`config.mk`:
```
export PLATFORM = sky130hd
export DESIGN_NAME = flush_ctrl
export DESIGN_NICKNAME = d
export VERILOG_FILES = /design/src/rtl/flush_ctrl.sv
export SDC_FILE = /design/constraint.sdc
export NUM_CORES = 1
export LEC_CHECK = 0
export ABC_AREA = 1
export CAP_MARGIN = 30
export CORE_ASPECT_RATIO = 0.7
export CORE_UTILIZATION = 55
export CTS_CLUSTER_SIZE = 25
export DETAILED_ROUTE_END_ITERATION = 10
export PLACE_DENSITY = 0.85
export SLEW_MARGIN = 15
export SYNTH_ARGS = -nofsm -noshare
export SYNTH_HDL_FRONTEND = slang
export SYNTH_SLANG_ARGS = --single-unit
```
`constraint.sdc`:
```
create_clock -name clk_i -period 3.1 [get_ports clk_i]
set_input_delay 0.62 -clock clk_i [delete_from_list [all_inputs] [get_ports clk_i]]
set_output_delay 0.62 -clock clk_i [all_outputs]
set_load 0.005 [all_outputs]
```
`src/rtl/flush_ctrl.sv`:
```
// Per-thread pipeline flush controller: captures branch/exception flush requests, arbitrates
// round-robin between pending threads, issues invalidate+redirect pulses, and stalls drains.
module flush_ctrl #(
    parameter int unsigned NTHREADS = 4,
    parameter int unsigned DRAIN    = 5,
    parameter int unsigned PCW      = 32,
    localparam int unsigned TW      = (NTHREADS > 1) ? $clog2(NTHREADS) : 1,
    localparam int unsigned CW      = $clog2(DRAIN + 1)
) (
    input  logic                clk_i,
    input  logic                rst_ni,
    input  logic                br_req_i,
    input  logic [TW-1:0]       br_thread_i,
    input  logic [PCW-1:0]      br_target_i,
    input  logic                exc_req_i,
    input  logic [TW-1:0]       exc_thread_i,
    input  logic [PCW-1:0]      exc_pc_i,
    output logic                invalidate_en_o,
    output logic [TW-1:0]       invalidate_thread_o,
    output logic                redirect_en_o,
    output logic [TW-1:0]       redirect_thread_o,
    output logic [PCW-1:0]      redirect_pc_o,
    output logic [NTHREADS-1:0] thread_stall_o,
    output logic                busy_o
);

    typedef enum logic [1:0] {StIdle, StPend, StDrain} state_e;
    typedef enum logic {KindBr, KindExc} kind_e;

    state_e         state_q [NTHREADS];
    state_e         state_d [NTHREADS];
    kind_e          kind_q  [NTHREADS];
    kind_e          kind_d  [NTHREADS];
    logic [PCW-1:0] pc_q    [NTHREADS];
    logic [PCW-1:0] pc_d    [NTHREADS];
    logic [CW-1:0]  cnt_q   [NTHREADS];
    logic [CW-1:0]  cnt_d   [NTHREADS];

    logic [TW-1:0]  rr_q, rr_d;
    logic           inv_en_q, inv_en_d;
    logic [TW-1:0]  inv_thr_q, inv_thr_d;
    logic [PCW-1:0] rpc_q, rpc_d;

    logic           gnt_found;
    logic           collide;
    logic           issue;
    logic [TW-1:0]  gnt_idx;
    int unsigned    gnt_int;
    int unsigned    idx;

    always_comb begin
        gnt_found = 1'b0;
        gnt_int   = 0;
        idx       = 0;
        for (int unsigned k = 0; k < NTHREADS; k++) begin
            idx = (32'(rr_q) + k) % NTHREADS;
            if (!gnt_found && state_q[idx] == StPend) begin
                gnt_found = 1'b1;
                gnt_int   = idx;
            end
        end
        gnt_idx = TW'(gnt_int);
        // An older exception landing on the thread being granted a branch cancels the grant
        collide = gnt_found && kind_q[gnt_idx] == KindBr && exc_req_i && exc_thread_i == gnt_idx;
        issue   = gnt_found && !collide;

        for (int unsigned i = 0; i < NTHREADS; i++) begin
            state_d[i] = state_q[i];
            kind_d[i]  = kind_q[i];
            pc_d[i]    = pc_q[i];
            cnt_d[i]   = cnt_q[i];
            unique case (state_q[i])
                StIdle: begin
                    if (exc_req_i && exc_thread_i == TW'(i)) begin
                        state_d[i] = StPend;
                        kind_d[i]  = KindExc;
                        pc_d[i]    = exc_pc_i;
                    end else if (br_req_i && br_thread_i == TW'(i)) begin
                        state_d[i] = StPend;
                        kind_d[i]  = KindBr;
                        pc_d[i]    = br_target_i;
                    end
                end
                StPend: begin
                    if (kind_q[i] == KindBr && exc_req_i && exc_thread_i == TW'(i)) begin
                        kind_d[i] = KindExc;
                        pc_d[i]   = exc_pc_i;
                    end
                    if (issue && gnt_idx == TW'(i)) begin
                        state_d[i] = StDrain;
                        cnt_d[i]   = CW'(DRAIN - 1);
                    end
                end
                StDrain: begin
                    if (cnt_q[i] == '0) begin
                        state_d[i] = StIdle;
                    end else begin
                        cnt_d[i] = cnt_q[i] - CW'(1);
                    end
                end
                default: state_d[i] = StIdle;
            endcase
        end

        inv_en_d  = issue;
        inv_thr_d = issue ? gnt_idx : '0;
        rpc_d     = issue ? pc_q[gnt_idx] : '0;
        rr_d      = issue ? TW'((gnt_int + 1) % NTHREADS) : rr_q;
    end

    always_ff @(posedge clk_i or negedge rst_ni) begin
        if (!rst_ni) begin
            for (int unsigned i = 0; i < NTHREADS; i++) begin
                state_q[i] <= StIdle;
                kind_q[i]  <= KindBr;
                pc_q[i]    <= '0;
                cnt_q[i]   <= '0;
            end
            rr_q      <= '0;
            inv_en_q  <= 1'b0;
            inv_thr_q <= '0;
            rpc_q     <= '0;
        end else begin
            for (int unsigned i = 0; i < NTHREADS; i++) begin
                state_q[i] <= state_d[i];
                kind_q[i]  <= kind_d[i];
                pc_q[i]    <= pc_d[i];
                cnt_q[i]   <= cnt_d[i];
            end
            rr_q      <= rr_d;
            inv_en_q  <= inv_en_d;
            inv_thr_q <= inv_thr_d;
            rpc_q     <= rpc_d;
        end
    end

    always_comb begin
        for (int unsigned i = 0; i < NTHREADS; i++) begin
            thread_stall_o[i] = (state_q[i] != StIdle);
        end
    end

    assign busy_o              = |thread_stall_o;
    assign invalidate_en_o     = inv_en_q;
    assign invalidate_thread_o = inv_thr_q;
    assign redirect_en_o       = inv_en_q;
    assign redirect_thread_o   = inv_thr_q;
    assign redirect_pc_o       = rpc_q;

endmodule

```
-- After elaboration in Yosys (flattened, before gate mapping)
Cells that the tools add are included.
Widths: inputs -> output; s select.
- output and inout bits: 43
- flip-flop bits (word level): 189
- logic and storage cells: 244
- order comparisons: 5
- add/subtract/negate cells: 8
- bitwise logic cells: 10
- equality and inequality tests: 42
- reduce and logical (&&, ||, !) cells: 67
- mux-type cells: 92
- operators with widths (operator ; count):
    $mux 32 ; 15
    $pmux 32 s2 ; 4
    $ge 33x3->1 const B ; 4
    $not 2->33 ; 4
    $bmux 32 s2 ; 1
    $mux 2 ; 29
    $reduce_and 3->1 ; 12
    $ne 2x2->1 const B ; 16
    $logic_and 1x1->1 ; 27
    $mux 3 ; 8
    $pmux 2 s3 ; 4
    $pmux 3 s2 ; 4
    $reduce_bool 2->1 ; 12
    $eq 2x1->1 const B ; 11
    $eq 2x2->1 const B ; 10
    $mux 1 ; 18
    $bmux 2 s2 ; 4
    $logic_not 2->1 ; 7
    $logic_not 3->1 ; 4
    $ne 3x3->1 const B ; 4
    $sub 3x1->3 const B ; 4
    $pmux 1 s2 ; 4
    $not 1->1 ; 5
    $add 2x1->2 const B ; 2
    other kinds (7) ; 11

-- Longest topological paths before layout
Gate-level depths: netlist of the first run.
- depth in word-level cells: 28
- mapped depth: 20

-- Worst setup path after synthesis of the first run
OpenSTA, ideal clock, no wires.
- kind: register to register
- start point: reg rr_q[0]
- end point: reg cnt_q[8] in the netlist's numbering
- clock period less this slack: 2195 ps
- path buffers: 3
- stages on the path, launching flop included: 15
- arrival: 2078 ps
- setup slack: 905 ps
- library setup time: 117 ps
- cell sequence: dfrtp_1 buf_6 inv_4 nand3_1 nand3_1 nand2_1 o21ai_0 nand2_1 nand2_2 buf_2 buf_2 ha_1 nand4_1 nand3_1 nand2_1
- word-level cells in the longest chain between the ends: 28
- ends and longest elaborated chain (element ; RTL line ; RTL):
    start: declaration ; 39 ; logic [TW-1:0] rr_q, rr_d;
    start signal: assignment ; 130 ; rr_q <= rr_d;
    parallel branches: the longest is 25 deep, another holds $add 2x1->2 ; -- ;
    $logic_and 1x1->1 * ; 89 ; if (issue && gnt_idx == TW'(i)) begin
    $ne 2x2->1 (no source line) * ; -- ;
    $reduce_and 3->1 (no source line) * ; -- ;
    end signal: indexed assignment ; 128 ; cnt_q[i] <= cnt_d[i];
    end: declaration ; 36 ; logic [CW-1:0] cnt_q [NTHREADS];
Every way passes the cells marked *. The select of a mux whose other input is x is not followed.
A chain may end at the register's enable or synchronous reset.

-- Final worst setup path of the first run
- start point: reg rr_q[0]
- end point: reg rpc_q[5] (netlist: redirect_pc_o[5])
- word-level cells in the longest chain between the ends: 26
- ends and longest elaborated chain (element ; RTL line ; RTL):
    parallel branches: the longest is 25 deep, another holds $add 2x1->2 ; -- ;
    $mux 32 * ; 107 ; rpc_d = issue ? pc_q[gnt_idx] : '0;
    via rpc_d[5] ; 42 ; logic [PCW-1:0] rpc_q, rpc_d;
    end signal: assignment ; 133 ; rpc_q <= rpc_d;
    end: declaration ; 42 ;
Mark *: on every way through the listed nets, which the timed path passes. The select of a mux whose other input is x is not followed.

==> results.md, run 1 <==
- Summing every instance area after synthesis gives 9980 um^2.
- The final layout contains between 1000 and 1500 nets.
- The tree built by TritonCTS fans out to 189 sinks.
- The initial antenna violation count is 1.
- The share of the Yosys chip area taken by registers is 0.474.
- The initial utilization of the core area, before any placement, comes to 0.571.
- The average routed wire per standard cell is approximately 17 um.
- The number of hold buffers added after CTS was 0.
- The most frequent standard cell in the layout excluding fill and tap cells is nand2_1.
- The count of H-tree levels built during CTS is 4.
- Data arrives at the worst endpoint at 3140 ps.
- A synthesized cell averages between 7 and 8 um^2.
- The critical path required time is between 3000 and 4000 ps.
- Buffers placed on the I/O ports in this run total 114.
- The global placer's final weighted congestion is 0.894.
- The TritonCTS clock tree is yes.
- The number of global-route vias before repair is slightly below 9000.
- The total negative setup slack is 0 ps.
- Setup violations remaining at the end of the flow were counted as 0.
- In this run the post-CTS setup repair buffer count came out at 0.
- The count of final max-slew check failures is 0.
- The TritonCTS buffer count is 17.
- The post-CTS clock slew at the launch and capture registers of the worst setup and hold paths is 70 ps.
- The total area inside the core boundary comes to 17500 um^2.
- The number of nets handed over by synthesis was about 1400.
- Synthesis inferred about 190 register bits.
- The run finished with clean final reports.
- The worst setup path is captured at a flip-flop.
- Once detailed placement completed, the half-perimeter wirelength came to 16800 um.
- From bottom edge to top edge, the die measures 115 um.
- The highest net fanout along the worst path is 68.
- For this run, the top clock speed supported by timing is around 360 MHz.
- The area added between synthesis and finish is 19.8%.
- The residual overflow from global routing is 0.
- The detailed-route DRC error count is 0.
- The number of unique standard cell types used by synthesis is 34.
- Across every metal layer, demand over resource in global routing totals 0.299.
- Clock tree synthesis selected as its root buffer the cell clkbuf_16.
- At the pin with the least slew margin, the transition time is 692 ps.
- After filler insertion, the fill cell instance count of the layout stands at around 1400.
- The time the worst path needs with I/O delays and setup is 2800 ps.
- The number of violations of the max-capacitance limit is 0.
- Dividing the final minimum period by the clock period gives 0.902.
- The critical path is of the reg -> reg type.
- The count of cells resized by post-cts repair is 0.
- The starting DRC count in detailed routing is 1115.
- The die width is 163 um.
- The worst clock skew on the final layout is between 8 and 9 ps.
- In the synthesized netlist, the number of instances is between 1000 and 1500.
- The library cells used most frequently in the layout, excluding fill and tap cells, are nand2_1, o21ai_0, dfrtp_1.
- The fraction of layout cells with a size suffix above 1 is 0.0817.
- Setup repair after global routing left no endpoint under its margin.
- The headroom to the max-slew limit is 0.539.
- The first global-routing pass estimated 43600 um of wire.
- The detail route stage leaves a number of antenna-violating nets equal to 0.
- The worst-case clock buffer depth is 2.
- The total number of vias is 9373.
- In the routed layout, each cell is associated on average with a via count of 5.80.
- The total iterations of the first detailed-routing run is 7.
- For this block, the routed nets add up to 26700 um of wire.
- The number of placement rows is 40.
- The final hold violation count is 0.
- The worst hold path belongs to the class in -> async.
- The worst setup path is launched from a flip-flop.
- The pin count of the biggest net entering global routing is between 80 and 90.
- The clock network latency to the later pin of the worst-skew pair is 430 ps.
- For this design the top-level I/O count stands at 115.
- The Yosys warning count is 0.
- The total die area is 18700 um^2.
[synth_stat cells]
| cell | instances | area [um^2] |
|---|---|---|
| or2_2 | 1 | 6.26 |
| buf_4 | 4 | 30.0 |
| nor3_1 | 6 | 30.0 |
| nor2_2 | 2 | 12.5 |
| buf_6 | 6 | 67.6 |
| nand4_1 | 7 | 43.8 |
| nand3_1 | 66 | 330 |
| clkbuf_1 | 61 | 229 |
| nand3_2 | 1 | 10.0 |
| nor2_4 | 1 | 11.3 |
| o31ai_1 | 2 | 15.0 |
| o21ai_0 | 201 | 1010 |
| a21oi_2 | 30 | 263 |
| nand2_4 | 1 | 11.3 |
| dfrtp_1 | 189 | 4730 |
| a31oi_1 | 34 | 213 |
| nand2_2 | 6 | 37.5 |
| ha_1 | 12 | 150 |
| buf_8 | 3 | 45.0 |
| inv_4 | 1 | 6.26 |
| o21bai_1 | 2 | 15.0 |
| nand3b_1 | 1 | 7.51 |
| nand4_4 | 1 | 21.3 |
| nor2_1 | 119 | 447 |
| buf_2 | 5 | 25.0 |
| or4_1 | 6 | 45.0 |
| nand3b_4 | 1 | 20.0 |
| a21oi_1 | 133 | 666 |
| nand2_1 | 240 | 901 |
| clkinv_1 | 1 | 3.75 |
| buf_1 | 7 | 26.3 |
| inv_2 | 4 | 15.0 |
| inv_1 | 142 | 533 |
| o21ai_1 | 1 | 5.00 |
[logic make-up (layout without fill, tap and decap cells)]
family | after synthesis | count (layout) | share of synthesized area
other | 0 | 1 | 0
AO/OA/AOI/OAI | 403 | 403 | 0.219
adder cells (fa/ha/maj) | 12 | 12 | 0.0150
flip-flops | 189 | 189 | 0.474
AND/OR/NAND/NOR | 459 | 459 | 0.194
buffers and inverters | 234 | 320 | 0.0983
[critical path: stages (launching register included)]
cell and delay [ps]:
dfrtp_1 570, inv_4 100, nand3_1 120, nand3_1 80
nand2_1 180, o21ai_0 160, nor2_1 140, nand2_1 130
nand2_4 140, buf_4 540, o21ai_0 280, a21oi_2 230
[per-stage QoR]
step	hold WS [ps]	setup slack [ps]	area (um^2)	utilization	cells
6_report	225	304	11900	0.684	1615
5_1_grt	276	145	11900	0.684	1615
4_1_cts	260	373	11900	0.684	1614
2_1_floorplan	324	905	9980	-	1297
3_5_place_dp	487	426	11300	0.648	1582
3_3_place_gp	482	488	11300	0.648	1582
[area by class of cell]
class	instances	area, um^2	area share
clock inverters	13	188	0.0157
well taps	231	289	0.0242
flip-flops and latches	189	4730	0.396
repair buffers	140	1430	0.119
multi-input cells	874	4310	0.361
inverters	148	558	0.0467
clock buffers	19	443	0.0371
diodes	1	2.50	0.000209
[sequential cells by signal, summed over array words and instances, names as in the netlist]
register and flops:
invalidate_en_o 1, state_q 8, cnt_q 12, redirect_pc_o 32, pc_q 128, rr_q 2
invalidate_thread_o 2, kind_q 4
[metal layers]
metal	vias to the layer above	wire, um	global-route usage
li1	4399	-	-
met1	4424	11700	0.415
met2	497	12100	0.466
met3	53	2480	0.0630
met4	0	430	0.0984
met5	-	0	0
[path summary, 6_finish.rpt]
path                       startpoint               end  slack [ps]  cells after the start
max in group asynchronous      rst_ni         pc_q[101]        2040                      2
hold / removal                 rst_ni        state_q[1]         230                      1
min in group clk_i           cnt_q[1]          cnt_q[1]         500                      2
setup / recovery              rr_q[0]  redirect_pc_o[5]         300                     11
setup reg to reg              rr_q[0]  redirect_pc_o[5]         300                     11
hold reg to reg              cnt_q[1]          cnt_q[1]         500                      2
Power of run 1 is not shown: default switching activity piles up to over one toggle a cycle in this logic, so the estimate is an artifact.
==> inputs of run 2 (changes only) <==
Settings changed: CTS_BUF_LIST set to sky130_fd_sc_hd__clkbuf_2.
==> run 2 against run 1 <==
  * First-iteration DRC count down 11%
  * Sequential share of layout area is 1.2 points higher
  * Register-to-register slack hardly changed
  * Clock-buffer cell count shrank 1
  * Die area stayed put
  * Setup slack got worse by 55 ps
  * Utilization fell by 1.9 points
  * Global-route usage fell by 0.85 points
  * Fmax is 1.9% lower
  * Largest cell class unchanged
==> results.md, run 2 (synthesis results as in run 1) <==
- The starting DRC count in detailed routing is 993 (was 1115).
- The number of placement rows was 40 (unchanged).
- The worst setup path startpoint was state_q[2] (was rr_q[0]).
- The total die area is 18700 um^2 (unchanged).
- The highest net fanout along the worst path is 8 (was 68).
- The post-route clock period utilization came to 0.920 (was 0.902).
- The most frequent standard cell in the layout excluding fill and tap cells is nand2_1 (unchanged).
- The boundary pin count is 115 (unchanged).
- The endpoint of the lowest-slack register-to-register path is cnt_q[3] (was redirect_pc_o[5]).
- The TritonCTS buffer count was 17 (unchanged).
- The total iterations of the first detailed-routing run was 6 (was 7).
- The time the worst path needs with I/O delays and setup is 2850 ps (was 2800 ps).
- The nature of the critical path startpoint is a flip-flop (unchanged).
- The pin count of the biggest net entering global routing came to 83 (unchanged).
- The measured slew at the worst slew-check pin is 675 ps (was 692 ps).
- The number of buffer cells added on primary ports is 114 (unchanged).
- The number of global-route vias before repair is 8499 (was 8784).
- The global-route wire length before repair is 42200 um (was 43600 um).
- The highest clock rate is 351 MHz (was 358 MHz).
- The number of nets with antenna violations after routing is 0 (unchanged).
- The initial cell density of the core was 0.571 (unchanged).
- The worst hold slack across all endpoints is 389 ps (was 225 ps).
- The die width is 163 um (unchanged).
- The fraction of layout cells with a size suffix above 1 is 0.0816 (was 0.0817).
- The sort of element at the end of the critical path is an output pin (was flip-flop).
- The y dimension of the die is 115 um (unchanged).
- The residual overflow from global routing is 0 (unchanged).
- The global placer's final weighted congestion came to 0.894 (unchanged).
- The wire length reported by the detailed router was 25900 um (was 26700 um).
- The register with the highest flop count is pc_q (unchanged).
- The area added between synthesis and finish was 16.4% (was 19.8%).
- Setup repair after global routing missed its margin: false (unchanged).
- The number of flip-flops in the largest register is 128 (unchanged).
- The average routed wire per standard cell is 16.0 um (was 16.5 um).
- Outcome: finished, final reports clean (unchanged).
- The number of buffers inserted by post-CTS setup repair is 0 (unchanged).
- The post-CTS clock slew at the launch and capture registers of the worst setup and hold paths is 270 ps (was 70 ps).
- The path depth of the worst reg2reg path is 15 (was 11).
- The clock network latency to the later pin of the worst-skew pair is 780 ps (was 430 ps).
- The critical path arrival is 2230 ps (was 3140 ps).
- The worst-case clock buffer depth is 2 (unchanged).
- The worst clock skew on the final layout came to 28.1 ps (was 8.23 ps).
- The count of final max-slew check failures came to 0 (unchanged).
- The total routing usage reported by global routing is 0.290 (was 0.299).
- The vias per cell is 5.69 (was 5.80).
- The worst min-delay path category is in -> async (unchanged).
- The count of H-tree levels built during CTS is 4 (unchanged).
- The fill cell instance count of the final layout is 1423 (was 1357).
- The area of the core is 17500 um^2 (unchanged).
- The library cell used as clock root buffer is clkbuf_2 (was clkbuf_16).
- The total negative setup slack is 0 ps (unchanged).
- Leading cell types in the layout, fill and taps excluded: nand2_1, o21ai_0, dfrtp_1 (unchanged).
- The startpoint of the lowest-slack register-to-register path is rr_q[0] (unchanged).
- The startpoint-to-endpoint class of the critical path is reg -> out (was reg -> reg).
- The headroom to the max-slew limit is 0.550 (was 0.539).
- The TritonCTS sink count is 189 (unchanged).
- The half-perimeter wire length of the detailed placement result is 16800 um (unchanged).
- The initial antenna violation count is 1 (unchanged).
- The reg-to-reg setup timing slack was 300 ps (about the same).
- The critical path required time is 2480 ps (was 3450 ps).
- The number of setup violations in the final report is 0 (unchanged).
- The total number of nets in the final design came to 1455 (was 1454).
- The TritonCTS clock tree is yes (unchanged).
- The number of violations of the max-capacitance limit is 0 (unchanged).
- The total number of vias was 9203 (was 9373).
- The detailed-route DRC error count is 0 (unchanged).
- The final hold violation count is 0 (unchanged).
- The worst setup path endpoint was busy_o (was redirect_pc_o[5]).
-- run 2: cell types whose count changed in the layout (fill, tap and decap cells not counted), sizes merged --
cell         before  now
clkinv            5    6
clkbuf           20   19
dlygate4sd3       0    1
-- run 2: final cells by class --
type | instances | area [um^2] | area share
Tap cell | 231 | 289 | 0.0249
Sequential cell | 189 | 4730 | 0.407
Multi-Input combinational cell | 874 | 4310 | 0.371
Antenna cell | 1 | 2.50 | 0.000216
Inverter | 148 | 558 | 0.0481
Clock inverter | 14 | 191 | 0.0165
Timing Repair Buffer | 141 | 1440 | 0.124
Clock buffer | 18 | 90.1 | 0.00776
-- run 2: per-layer routing --
layer	share of wire	vias to the layer above	track usage
li1	-	4396	-
met1	0.44	4287	0.413
met2	0.44	477	0.443
met5	0	-	0
met4	0.015	0	0.0897
met3	0.10	43	0.0641
-- run 2: stage by stage --
stage,worst slack [ps],util,cell area [um^2],std cells
6_report,249,0.665,11600,1616
5_1_grt,116,0.665,11600,1616
4_1_cts,199,0.665,11600,1615
3_5_place_dp,426,0.648,11300,1582
3_3_place_gp,488,0.648,11300,1582
2_1_floorplan,905,-,9980,1297
-- run 2: how the worst min path moves through the flow --
stage                               start        end  slack (ps)
final                              rst_ni  kind_q[3]         390
after global routing      br_target_i[27]   pc_q[59]         370
after CTS                 br_target_i[27]   pc_q[59]         360
after detailed placement         cnt_q[1]   cnt_q[1]         490
after global placement           cnt_q[9]   cnt_q[9]         480
after floorplan                    rst_ni   cnt_q[0]         320
-- run 2: worst max-delay path, cell delays in order (launching register included) --
cell	delay (ps)
dfrtp_1	540
nor2_1	330
nand4_1	130
clkdlybuf4s50_1	470
-- run 2: timing repair --
action,4_1_cts,5_1_grt
resized for setup,0,0
endpoints found under the setup margin,0,0
hold buffers,1,0
endpoints found under the hold margin,79,0
Power of run 2 is left out for the same reason.
==> inputs of run 3 (changes only) <==
Settings changed: CTS_CLUSTER_SIZE 25 to 10.
==> results of run 3 <==
Final layout, timing and power as in run 2 (identical DEF).
Power of run 3 is left out for the same reason.
